===== src/rtl/mdu_issue_if.sv =====
// -----------------------------------------------------------------------------
// mdu_issue_if : request/response handshake bundle between decode (master)
//                and the MDU issue controller (slave).
//
//   req_valid / req_ready   request handshake (decode -> controller)
//   req_op  [3:0]           MD op code
//   req_rs, req_rt          operands
//   stall                   req_valid & ~req_ready, back to the pipeline
//   flush                   cancel pending response / incoming request
//   rsp_valid / rsp_ready   mfhi/mflo result handshake (controller -> consumer)
//   rsp_data                result data
// -----------------------------------------------------------------------------
interface mdu_issue_if #(
    parameter int WIDTH = 32
);
    logic             req_valid;
    logic [3:0]       req_op;
    logic [WIDTH-1:0] req_rs;
    logic [WIDTH-1:0] req_rt;
    logic             req_ready;
    logic             stall;
    logic             flush;
    logic             rsp_valid;
    logic [WIDTH-1:0] rsp_data;
    logic             rsp_ready;

    modport master (
        output req_valid, req_op, req_rs, req_rt, flush, rsp_ready,
        input  req_ready, stall, rsp_valid, rsp_data
    );

    modport slave (
        input  req_valid, req_op, req_rs, req_rt, flush, rsp_ready,
        output req_ready, stall, rsp_valid, rsp_data
    );
endinterface


===== src/rtl/mdu_issue.sv =====
// -----------------------------------------------------------------------------
// mdu_issue : E-stage initiator for the multiply/divide unit.
//
// Accepts one MD instruction at a time, drives MDUOp/R1/R2 for exactly one
// cycle, tracks the MDU Busy line and returns mfhi/mflo results over a
// valid/ready response channel.
//
// Ports:
//   clk, reset        clock, synchronous active-high reset
//   bus (slave)       request / response handshake, stall, flush
//   mdu_op, mdu_r1,   operation and operands to the MDU (op is 0 when idle)
//   mdu_r2
//   mdu_busy          Busy from the MDU
//   mdu_hi, mdu_lo    HI/LO from the MDU
//   err               one-cycle pulse: illegal op, watchdog abort, or
//                     (when MDU_DIV0_TRAP_EN is defined) divide by zero
//
// Build option: MDU_DIV0_TRAP_EN -- when defined, div/divu with rt == 0 is
// dropped in ISSUE (mdu_op stays 0) and err pulses; HI/LO are untouched.
// -----------------------------------------------------------------------------
module mdu_issue #(
    parameter int WIDTH    = 32,
    parameter int WAIT_MAX = 15
) (
    input  logic             clk,
    input  logic             reset,
    mdu_issue_if.slave       bus,
    output logic [3:0]       mdu_op,
    output logic [WIDTH-1:0] mdu_r1,
    output logic [WIDTH-1:0] mdu_r2,
    input  logic             mdu_busy,
    input  logic [WIDTH-1:0] mdu_hi,
    input  logic [WIDTH-1:0] mdu_lo,
    output logic             err
);

    localparam int CW = $clog2(WAIT_MAX + 1);

    typedef enum logic [1:0] {IDLE, ISSUE, WAIT, RESP} state_t;

    state_t           state, state_n;
    logic [3:0]       cap_op;
    logic [WIDTH-1:0] cap_rs, cap_rt;
    logic [CW-1:0]    wcnt;
    logic [WIDTH-1:0] rsp_data_q;
    logic             err_q, err_n;
    logic             ready_c;
    logic             accept;
    logic             div0_trap;
    logic             rsp_valid_c;

    function automatic logic is_legal(input logic [3:0] op);
        return (op != 4'd0) && (op <= 4'd8);
    endfunction

    // mult, multu, div, divu: the MDU goes busy and must be waited on
    function automatic logic is_muldiv(input logic [3:0] op);
        return (op >= 4'd1) && (op <= 4'd4);
    endfunction

    // mfhi, mflo: answered directly from HI/LO, no MDU operation
    function automatic logic is_mf(input logic [3:0] op);
        return (op == 4'd5) || (op == 4'd6);
    endfunction

    // Held low while reset is asserted so nothing is accepted during reset.
    assign ready_c = (state == IDLE) & ~mdu_busy & ~bus.flush & ~reset;
    assign accept  = ready_c & bus.req_valid;

`ifdef MDU_DIV0_TRAP_EN
    assign div0_trap = ((cap_op == 4'd3) || (cap_op == 4'd4)) && (cap_rt == '0);
`else
    assign div0_trap = 1'b0;
`endif

    // State register
    always_ff @(posedge clk) begin
        if (reset) state <= IDLE;
        else       state <= state_n;
    end

    // Next-state and err decision
    always_comb begin
        state_n = state;
        err_n   = 1'b0;
        case (state)
            IDLE: begin
                if (accept) begin
                    if (!is_legal(bus.req_op))  err_n   = 1'b1;
                    else if (is_mf(bus.req_op)) state_n = RESP;
                    else                        state_n = ISSUE;
                end
            end
            ISSUE: begin
                if (div0_trap) begin
                    state_n = IDLE;
                    err_n   = 1'b1;
                end else if (is_muldiv(cap_op)) begin
                    state_n = WAIT;
                end else begin
                    state_n = IDLE;
                end
            end
            WAIT: begin
                // wcnt counts completed WAIT cycles; abort after WAIT_MAX of them
                if (!mdu_busy) begin
                    state_n = IDLE;
                end else if (wcnt == CW'(WAIT_MAX - 1)) begin
                    state_n = IDLE;
                    err_n   = 1'b1;
                end
            end
            RESP: begin
                if (bus.flush || bus.rsp_ready) state_n = IDLE;
            end
            default: state_n = IDLE;
        endcase
    end

    // Outputs
    always_comb begin
        mdu_op      = 4'd0;
        mdu_r1      = '0;
        mdu_r2      = '0;
        rsp_valid_c = 1'b0;
        case (state)
            ISSUE: begin
                if (!div0_trap) begin
                    mdu_op = cap_op;
                    mdu_r1 = cap_rs;
                    mdu_r2 = cap_rt;
                end
            end
            RESP:    rsp_valid_c = 1'b1;
            default: ;
        endcase
    end

    // Captured request, wait counter, response data and err pulse
    always_ff @(posedge clk) begin
        if (reset) begin
            cap_op     <= 4'd0;
            cap_rs     <= '0;
            cap_rt     <= '0;
            wcnt       <= '0;
            rsp_data_q <= '0;
            err_q      <= 1'b0;
        end else begin
            err_q <= err_n;
            if (accept) begin
                cap_op <= bus.req_op;
                cap_rs <= bus.req_rs;
                cap_rt <= bus.req_rt;
                if (bus.req_op == 4'd5)      rsp_data_q <= mdu_hi;
                else if (bus.req_op == 4'd6) rsp_data_q <= mdu_lo;
            end
            if (state == ISSUE)     wcnt <= '0;
            else if (state == WAIT) wcnt <= wcnt + 1'b1;
        end
    end

    assign bus.req_ready = ready_c;
    assign bus.stall     = bus.req_valid & ~ready_c;
    assign bus.rsp_valid = rsp_valid_c;
    assign bus.rsp_data  = rsp_data_q;
    assign err           = err_q;

endmodule

===== src/flat_wrapper.sv =====
// flat-port wrapper written by rule: the top's interface ports become plain ports
module mdu_issue_flat 
#(
    parameter int WIDTH    = 32,
    parameter int WAIT_MAX = 15
)
  (clk, reset, mdu_op, mdu_r1, mdu_r2, mdu_busy, mdu_hi, mdu_lo, err, bus_req_valid, bus_req_op, bus_req_rs, bus_req_rt, bus_flush, bus_rsp_ready, bus_req_ready, bus_stall, bus_rsp_valid, bus_rsp_data);
  mdu_issue_if #(.WIDTH(WIDTH)) bus_i ();
  input  logic clk;
  input  logic reset;
  output logic [3:0] mdu_op;
  output logic [WIDTH-1:0] mdu_r1;
  output logic [WIDTH-1:0] mdu_r2;
  input  logic mdu_busy;
  input  logic [WIDTH-1:0] mdu_hi;
  input  logic [WIDTH-1:0] mdu_lo;
  output logic err;
  input wire logic [$bits(bus_i.req_valid)-1:0] bus_req_valid;
  input wire logic [$bits(bus_i.req_op)-1:0] bus_req_op;
  input wire logic [$bits(bus_i.req_rs)-1:0] bus_req_rs;
  input wire logic [$bits(bus_i.req_rt)-1:0] bus_req_rt;
  input wire logic [$bits(bus_i.flush)-1:0] bus_flush;
  input wire logic [$bits(bus_i.rsp_ready)-1:0] bus_rsp_ready;
  output wire logic [$bits(bus_i.req_ready)-1:0] bus_req_ready;
  output wire logic [$bits(bus_i.stall)-1:0] bus_stall;
  output wire logic [$bits(bus_i.rsp_valid)-1:0] bus_rsp_valid;
  output wire logic [$bits(bus_i.rsp_data)-1:0] bus_rsp_data;
  assign bus_i.req_valid = bus_req_valid;
  assign bus_i.req_op = bus_req_op;
  assign bus_i.req_rs = bus_req_rs;
  assign bus_i.req_rt = bus_req_rt;
  assign bus_i.flush = bus_flush;
  assign bus_i.rsp_ready = bus_rsp_ready;
  assign bus_req_ready = bus_i.req_ready;
  assign bus_stall = bus_i.stall;
  assign bus_rsp_valid = bus_i.rsp_valid;
  assign bus_rsp_data = bus_i.rsp_data;
  mdu_issue #(.WIDTH(WIDTH), .WAIT_MAX(WAIT_MAX)) u_core (.clk(clk), .reset(reset), .bus(bus_i), .mdu_op(mdu_op), .mdu_r1(mdu_r1), .mdu_r2(mdu_r2), .mdu_busy(mdu_busy), .mdu_hi(mdu_hi), .mdu_lo(mdu_lo), .err(err));
endmodule

===== config.mk =====
export PLATFORM = sky130hd
export DESIGN_NAME = mdu_issue_flat
export DESIGN_NICKNAME = d
export VERILOG_FILES = /design/src/rtl/mdu_issue_if.sv /design/src/rtl/mdu_issue.sv /design/src/flat_wrapper.sv
export SDC_FILE = /design/constraint.sdc
export NUM_CORES = 1
export LEC_CHECK = 0
export ABC_AREA = 1
export BUFFER_PORTS_ARGS = -buffer_cell sky130_fd_sc_hd__buf_2
export CAP_MARGIN = 25
export CORE_ASPECT_RATIO = 1.25
export CORE_MARGIN = 2
export CORE_UTILIZATION = 50
export CTS_CLUSTER_SIZE = 16
export DETAILED_ROUTE_END_ITERATION = 8
export PLACE_DENSITY = 0.86
export SLEW_MARGIN = 15
export SYNTH_ARGS = -nofsm -noshare
export SYNTH_HDL_FRONTEND = slang
export SYNTH_SLANG_ARGS = --single-unit

===== constraint.sdc =====
create_clock -name clk -period 2.7 [get_ports clk]
set_clock_uncertainty 0.2 [all_clocks]
set_input_delay 0.27 -clock clk [delete_from_list [all_inputs] [get_ports clk]]
set_output_delay 0.27 -clock clk [all_outputs]
set_load 0.005 [all_outputs]

### After elaboration in Yosys (flattened, before gate mapping)

Cells that the tools add are included.

| word-level totals | value |
|---|---|
| logic and storage cells | 59 |
| register bits | 107 |
| output and inout bits | 104 |
| input port bits | 138 |

| operators by class | value |
|---|---|
| multiplexer cells | 19 |
| reduce and logical (&&, ||, !) cells | 10 |
| eq/ne operators | 10 |
| bitwise operators | 9 |
| add/subtract/negate cells | 1 |
| order comparisons | 3 |

Operator list:

| operator | number |
|---|---|
| $mux W32 | 4 |
| $mux W2 | 7 |
| $eq A4 B3 Y1 const B | 2 |
| $pmux W2 S4 | 1 |
| $and A1 B1 Y1 | 5 |
| $mux W1 | 5 |
| $add A4 B1 Y4 const B | 1 |
| $eq A2 B2 Y1 const B | 2 |
| $eq A4 B4 Y1 const B | 1 |
| $ge A4 B1 Y1 const B | 1 |
| $le A4 B3 Y1 const B | 1 |
| $le A4 B4 Y1 const B | 1 |
| $mux W4 | 1 |
| $ne A2 B1 Y1 const B | 2 |
| $not A1 Y1 | 4 |
| $reduce_and A4 Y1 | 1 |
| $reduce_bool A4 Y1 | 1 |
| $ne A3 B2 Y1 const B | 1 |
| $eq A2 B1 Y1 const B | 1 |
| $logic_and A1 B1 Y1 | 2 |
| $logic_not A2 Y1 | 1 |
| $logic_or A1 B1 Y1 | 2 |
| $ne A2 B2 Y1 const B | 1 |
| $pmux W1 S2 | 1 |
| 3 further kinds | 3 |

### Logic depth before layout (Yosys ltp)

Gate-level depths: netlist (run 1).

| logic depth | value |
|---|---|
| depth in word-level cells | 7 |
| depth in mapped cells | 9 |
| depth with buffers taken out | 9 |

### Least setup slack after synthesis (run 1)

OpenSTA, ideal clock, no wires.

| path | value |
|---|---|
| path type | reg2out |
| start | reg u_core.state[1] |
| end | out mdu_r2[11] |
| stages on the path, launching flop included | 6 |
| path slack | 1.168 ns |
| arrival | 1.062 ns |
| data required time | 2.230 ns |
| path buffers | 2 |
| cell sequence | dfxtp_1 inv_1 nand2_1 buf_2 buf_2 nor2_1 |

| between the ends | value |
|---|---|
| longest elaborated chain between the ends | 2 |

Ends and longest elaborated chain:

| item | RTL line | text |
|---|---|---|
| start: declaration | mdu_issue.sv:41 | `state_t state, state_n;` |
| start signal: assignment | mdu_issue.sv:79 | `else state <= state_n;` |
| $eq A2 B1 Y1 | mdu_issue.sv:126 | `case (state)` |
| $mux W32 | mdu_issue.sv:126 |  |
| end: declaration | flat_wrapper.sv:13 | `output logic [WIDTH-1:0] mdu_r2;` |

Every way passes these cells.

### Worst setup path after layout (run 1)

| path | value |
|---|---|
| start | in reset |
| end | out bus_stall |

| between the ends | value |
|---|---|
| longest elaborated chain between the ends | 4 |

Ends and longest elaborated chain:

| item | RTL line | text |
|---|---|---|
| start: declaration | flat_wrapper.sv:10 | `input logic reset;` |
| $not A1 Y1 | mdu_issue.sv:67 | `assign ready_c = (state == IDLE) & ~mdu_busy & ~bus.flush & ~reset;` |
| $and A1 B1 Y1 | mdu_issue.sv:67 |  |
| $not A1 Y1 | mdu_issue.sv:163 | `assign bus.stall = bus.req_valid & ~ready_c;` |
| $and A1 B1 Y1 | mdu_issue.sv:163 |  |
| end: declaration | flat_wrapper.sv:25 | `output wire logic [$bits(bus_i.stall)-1:0] bus_stall;` |

Every way passes these cells.

==> results of run 1 <==
state kept, by name (all words and copies together) (netlist names):
| name | flops |
|---|---|
| u_core.bus.rsp_data | 32 |
| u_core.cap_op | 4 |
| u_core.cap_rs | 32 |
| u_core.cap_rt | 32 |
| u_core.err | 1 |
| u_core.state | 2 |
| u_core.wcnt | 4 |
stage by stage:
stage / total power [mW] / hold WS (ps) / setup slack, ps / cell area, um^2 / util
detailed placement: 1.98 / 278 / 726 / 6260 / 0.629
finish: 3.30 / 27.8 / 242 / 7180 / 0.722
global placement: 1.98 / 272 / 759 / 6260 / 0.629
global route: 3.44 / 28.6 / 148 / 7180 / 0.722
floorplan: 1.84 / 139 / 1170 / 5050 / -
CTS: 3.31 / 5.20 / 245 / 7180 / 0.722
final cells by class:
cell class,instances,share of cell area
inverter,118,0.0617
clock buffer,11,0.0338
multi-input combinational,489,0.307
clock inverter,3,0.00557
sequential,107,0.298
tap,129,0.0225
timing repair buffer,315,0.271
final timing paths:
check,start,to,slack [ps],depth (start not counted)
worst max-delay path,reset,bus_stall,240,8
worst min-delay path,bus_rsp_ready,u_core.state[0],30,4
worst max register to register,u_core.state[1],u_core.state[1],740,8
worst min register to register,u_core.bus.rsp_data[21],u_core.bus.rsp_data[21],300,2
routing by layer:
metal  vias up  wire [um]  share of wire  global-route usage
li1       2931          -              -                   -
met2       255       7270           0.49               0.443
met4         0        615          0.041               0.141
met1      2527       6070           0.41               0.326
met5         -          0              0                   0
met3        55        965          0.065              0.0477
timing repair:
item	CTS	global route
hold endpoints to repair	66	0
resized for setup	0	0
hold buffers	64	0
critical path, stage by stage:
cell and delay [ps]:
dlygate4sd3_1 530, buf_2 140, inv_2 50, nand3_4 180
buf_4 530, nand2_1 100, inv_1 60, buf_2 100
power by group through the flow:
stage               clock network (mW)  logic (mW)  registers, mW
detailed placement                   0       0.308           1.67
global placement                     0       0.306           1.67
floorplan                            0       0.166           1.67
CTS                               1.29       0.383           1.64
global route                      1.36       0.430           1.64
finish                            1.27       0.387           1.64
synthesized netlist by cell type, types with 7 or more instances:
library cell  count  area share
o21ai_0          48       0.048
nor3_1           66       0.065
clkbuf_1         23       0.017
nand2_1          49       0.036
inv_1           118       0.088
o21ai_1          87       0.086
buf_4             7       0.010
nand3_1           7      0.0069
nor2_1          210        0.16
dfxtp_1         107        0.42
buf_2            16       0.016
a21oi_1           8      0.0079
kinds of logic (layout without fill, tap and decap cells):
| family | count (synthesis) | after routing | share of synthesized area |
|---|---|---|---|
| buffers and inverters | 170 | 447 | 0.140 |
| adders and majority gates | 2 | 2 | 0.00495 |
| DFF | 107 | 107 | 0.424 |
| and+or+nand+nor | 342 | 342 | 0.286 |
| AOI/OAI and AO/OA | 145 | 145 | 0.144 |
==> impl_metrics.csv, run 1 <==
group,metric,value,unit
pwr,peakVddDrop,0.000288,V
timing,slew_headroom,0.402,
finish,regArea,0.00214,mm^2
finish,fill_cells,813,
cts,post_cts_buffers,0,
global_route,grt_antenna_before_repair,0,
cts,path_clk_slew,60,ps
placement,numPortBuffers,241,
logic_synthesis,postSynthCellCount,766,
hold_path,hp-class,"in2reg",
cts,numCtsBuffers,9,
timing,drv_slew,0,
setup_path,worst_ep_required_time,2230,ps
logic_synthesis,syn_area,0.00505,mm^2
global_route,overflow,0,
pwr,p_int,2.55,mW
drt,drt-vias-per-instance,4.92,
placement,hpwl,9.43,mm
timing,maxClockFrequency,0.407,GHz
floorplanning,die_w,93.9,um
finish,multi_input_area,0.00221,mm^2
floorplanning,die-area,0.0109,mm^2
placement,dp_cells,1094,
logic_synthesis,ys.warnings.count,0,
finish,layout_common_cells,"buf_2, nor2_1, inv_1, dfxtp_1, o21ai_1",
global_route,grt_pass1_wl,23.2,mm
timing,final.min_clock_period,2460,ps
timing,hold_viol_final,0,
cts,cts_tree,"built",
placement,place_congestion,0.855,
global_route,grt_max_degree,103,
finish,drive_above_1_share,0.264,
drt,route.detailed.drc,0,
drt,wl_per_cell,12.7,um
floorplanning,rows,41,
outcome,outcome,"finished clean",
finish,syn_to_final_growth,42.2,%
timing,min_period_over_period,0.910,
cts,cts.htree.levels,3,
global_route,grt_pass1_vias,5178,
logic_synthesis,ys_dominant_reg_cell,"dfxtp_1",
timing,rsz0062_at_grt,"no",
logic_synthesis,synth_seq_cells,107,
pwr,pwr-share-seq,0.498,
timing,finalSetupTns,0,ps
pwr,p_switching,0.751,mW
timing,tightest_slew,897,ps
floorplanning,core_area,0.00995,mm^2
pwr,combPwrFrac,0.117,
setup_path,critPathLaunchType,"input pin",
flow_run,drv_cap,0,
drt,num_vias,5768,
setup_path,crit_fanout,58,
logic_synthesis,ys_seq_area_frac,0.424,
pwr,cellPowerDensity,459,mW/mm^2
finish,diodes,0,
setup_path,critPathKind,"in2out",
floorplanning,io_pins,242,
logic_synthesis,synth_nets,906,
cts,clockBufferDepth,2,
floorplanning,chipHeight,116,um
drt,first_iter_violations,237,
logic_synthesis,synth.avg_cell_area,6.59,um^2
logic_synthesis,synth_cell_types,26,
setup_path,critPathArrivalTime,1990,ps
pwr,p_clk_frac,0.385,
finish,finalNetCount,1180,
cts,worstSkewPairLatency,330,ps
pwr,p_leak,3.67,nW
cts,cts-root-buf,"clkbuf_16",
drt,routed_wl,14.9,mm
logic_synthesis,synth_edf_count,0,
global_route,grt_util_all_layers,0.265,
cts,clock_sinks,107,
drt,firstDrtPassIters,5,
drt,drtAntennaViolNets,0,
timing,setup_violations,0,
setup_path,cp-end-kind,"primary output",
floorplanning,floorplan.initialDensity,0.507,
finish,fin_cells,1172,
pwr,swShare,0.228,
logic_synthesis,synth-async-reset-ratio,0,
finish,layout_commonest_cell,"buf_2",
No activity file was read; power rests on OpenSTA's default activity.
==> run 2, diff against run 1 <==
BUFFER_PORTS_ARGS = -buffer_cell sky130_fd_sc_hd__buf_4   (was -buffer_cell sky130_fd_sc_hd__buf_2)
==> run 2 against run 1 <==
- critical path depth down 2
- first-iteration DRC count up 83%
- power down 1.1%
- via count up 1.4%
- combinational power up 17%
- die area unchanged
- fmax up 8.9%
- final cell count about the same
- clock power down 8%
- sequential share of layout area down 2.2 points
- largest power group unchanged
==> impl_metrics.csv, run 2 (synthesized netlist as in run 1, its figures left out) <==
group,metric,value,unit
drt,num_vias,5846,
drt,drtAntennaViolNets,0,
cts,ctsHoldBuffers,64,
placement,numPortBuffers,241,
placement,hpwl,9.98,mm
cts,cts-root-buf,"clkbuf_16",
floorplanning,chipHeight,116,um
flow_run,drv_cap,0,
floorplanning,die_w,93.9,um
pwr,p_switching,0.777,mW
outcome,outcome,"finished clean",
setup_path,reg2reg_depth,6,
cts,cts.htree.levels,3,
finish,drive_above_1_share,0.265,
setup_path,timing.rr.start,"u_core.state[0]",
floorplanning,core_area,0.00995,mm^2
timing,slew_headroom,0.368,
timing,drv_slew,0,
timing,min_period_over_period,0.836,
finish,regArea,0.00214,mm^2
setup_path,critPathKind,"in2reg",
cts,path_clk_slew,70,ps
placement,place_congestion,0.880,
pwr,cellPowerDensity,420,mW/mm^2
cts,cts.repair.resized,0,
setup_path,crit_buf_inv,4,
setup_path,r2r_slack,650,ps
global_route,grt_max_degree,103,
timing,worst_hold_slack,15.0,ps
setup_path,crit_start,"reset",
finish,finalNetCount,1181,
cts,worstSkewPairLatency,340,ps
pwr,p_leak,3.75,nW
setup_path,critPathLaunchType,"input pin",
drt,wl_met3,1.10,mm
finish,diodes,0,
global_route,grt_pass1_vias,5532,
drt,first_iter_violations,433,
pwr,pwr-share-seq,0.503,
finish,multi_input_area,0.00221,mm^2
pwr,peakVddDrop,0.000280,V
finish,layout_common_cells,"buf_4, nor2_1, inv_1, dfxtp_1, o21ai_1",
floorplanning,die-area,0.0109,mm^2
finish,syn_to_final_growth,53.8,%
cts,cts_tree,"built",
cts,clockBufferDepth,2,
pwr,combPwrFrac,0.139,
global_route,grt_pass1_wl,25.0,mm
setup_path,crit_fanout,102,
cts,post_cts_buffers,0,
timing,rsz0062_at_grt,"no",
timing,setup_violations,0,
timing,hold_viol_final,0,
drt,wl_met1,6.37,mm
setup_path,worst_ep_required_time,2760,ps
drt,wl_per_cell,13.6,um
timing,finalSetupTns,0,ps
floorplanning,rows,41,
setup_path,crit_family,"buffers and inverters",
drt,top_layer_used,"met4",
timing,maxClockFrequency,0.443,GHz
drt,dr_wl_met2,8.04,mm
floorplanning,floorplan.initialDensity,0.507,
cts,clock_sinks,107,
finish,layout_commonest_cell,"buf_4",
setup_path,max_stage_delay,680,ps
timing,final.min_clock_period,2260,ps
pwr,p_int,2.48,mW
pwr,p_clk_frac,0.358,
global_route,grt_util_all_layers,0.286,
hold_path,hp-class,"in2reg",
setup_path,crit_cells,6,
setup_path,crit_path_frequent_cell,"buf_4",
global_route,grt_antenna_before_repair,0,
setup_path,cp-end-kind,"flop",
drt,routed_wl,16.0,mm
timing,tightest_slew,948,ps
finish,fill_cells,736,
setup_path,reg2reg_to,"u_core.cap_rt[22]",
drt,drt-vias-per-instance,4.98,
global_route,overflow,0,
setup_path,worstSetupEndpoint,"u_core.wcnt[1]",
setup_path,crit_slowest_cell,"buf_4",
setup_path,worstPathCellList,"dlygate4sd3_1 > buf_4 > inv_2 > buf_4 > nand2_1 > a211oi_1",
drt,route.detailed.drc,0,
drt,firstDrtPassIters,4,
pwr,swShare,0.238,
cts,numCtsBuffers,9,
setup_path,critPathArrivalTime,2310,ps
floorplanning,io_pins,242,
[run 2: cell count changes in the layout (fill, tap and decap cells not counted)]
cell,before,now
bufinv_16,1,0
clkinvlp_4,0,3
buf_2,241,0
clkbuf_1,1,0
clkbuf_8,1,0
buf_4,8,250
[run 2: stage by stage]
stage / setup WS (ps) / util / cells / area [um^2] / total power, mW
after floorplan: 1170 / - / 766 / 5050 / 1.84
after CTS: 506 / 0.781 / 1173 / 7770 / 3.27
after global routing: 362 / 0.781 / 1173 / 7770 / 3.40
after global placement: 672 / 0.690 / 1095 / 6870 / 2.04
after detailed placement: 640 / 0.690 / 1095 / 6870 / 2.04
final: 443 / 0.781 / 1173 / 7770 / 3.26
[run 2: worst min-delay path by stage]
stage                         startpoint                 to  slack, ps  cells after the start
final                     bus_req_rt[22]  u_core.cap_rt[22]         10                      3
after global routing            mdu_busy         u_core.err         20                      3
after CTS                 bus_req_rt[22]  u_core.cap_rt[22]          3                      3
after detailed placement           reset         u_core.err        280                      2
after global placement             reset         u_core.err        270                      2
after floorplan                    reset         u_core.err        140                      1
[run 2: power by group through the flow]
stage               clock [mW]  combinational [mW]  sequential, mW
detailed placement           0               0.368            1.67
global placement             0               0.363            1.67
floorplan                    0               0.166            1.67
finish                    1.17               0.454            1.64
CTS                       1.19               0.446            1.64
global route              1.26               0.498            1.64
[run 2: per-layer routing]
layer	up-vias	track usage
met5	-	0
met3	44	0.0671
met1	2633	0.333
met2	241	0.501
met4	0	0.128
li1	2928	-
[run 2: final cells by class]
| cell class | instances | share of cell area |
|---|---|---|
| Inverter | 118 | 0.0570 |
| Tap cell | 129 | 0.0208 |
| Clock buffer | 9 | 0.0290 |
| Sequential cell | 107 | 0.276 |
| Multi-Input combinational cell | 489 | 0.284 |
| Clock inverter | 5 | 0.00419 |
| Timing Repair Buffer | 316 | 0.329 |
[run 2: worst register-to-register path: stages (launching register included)]
cell,delay (ps)
dfxtp_1,370
nor2_4,180
nand3_4,250
nor2_4,430
buf_4,300
o21ai_1,100
nor2_1,160
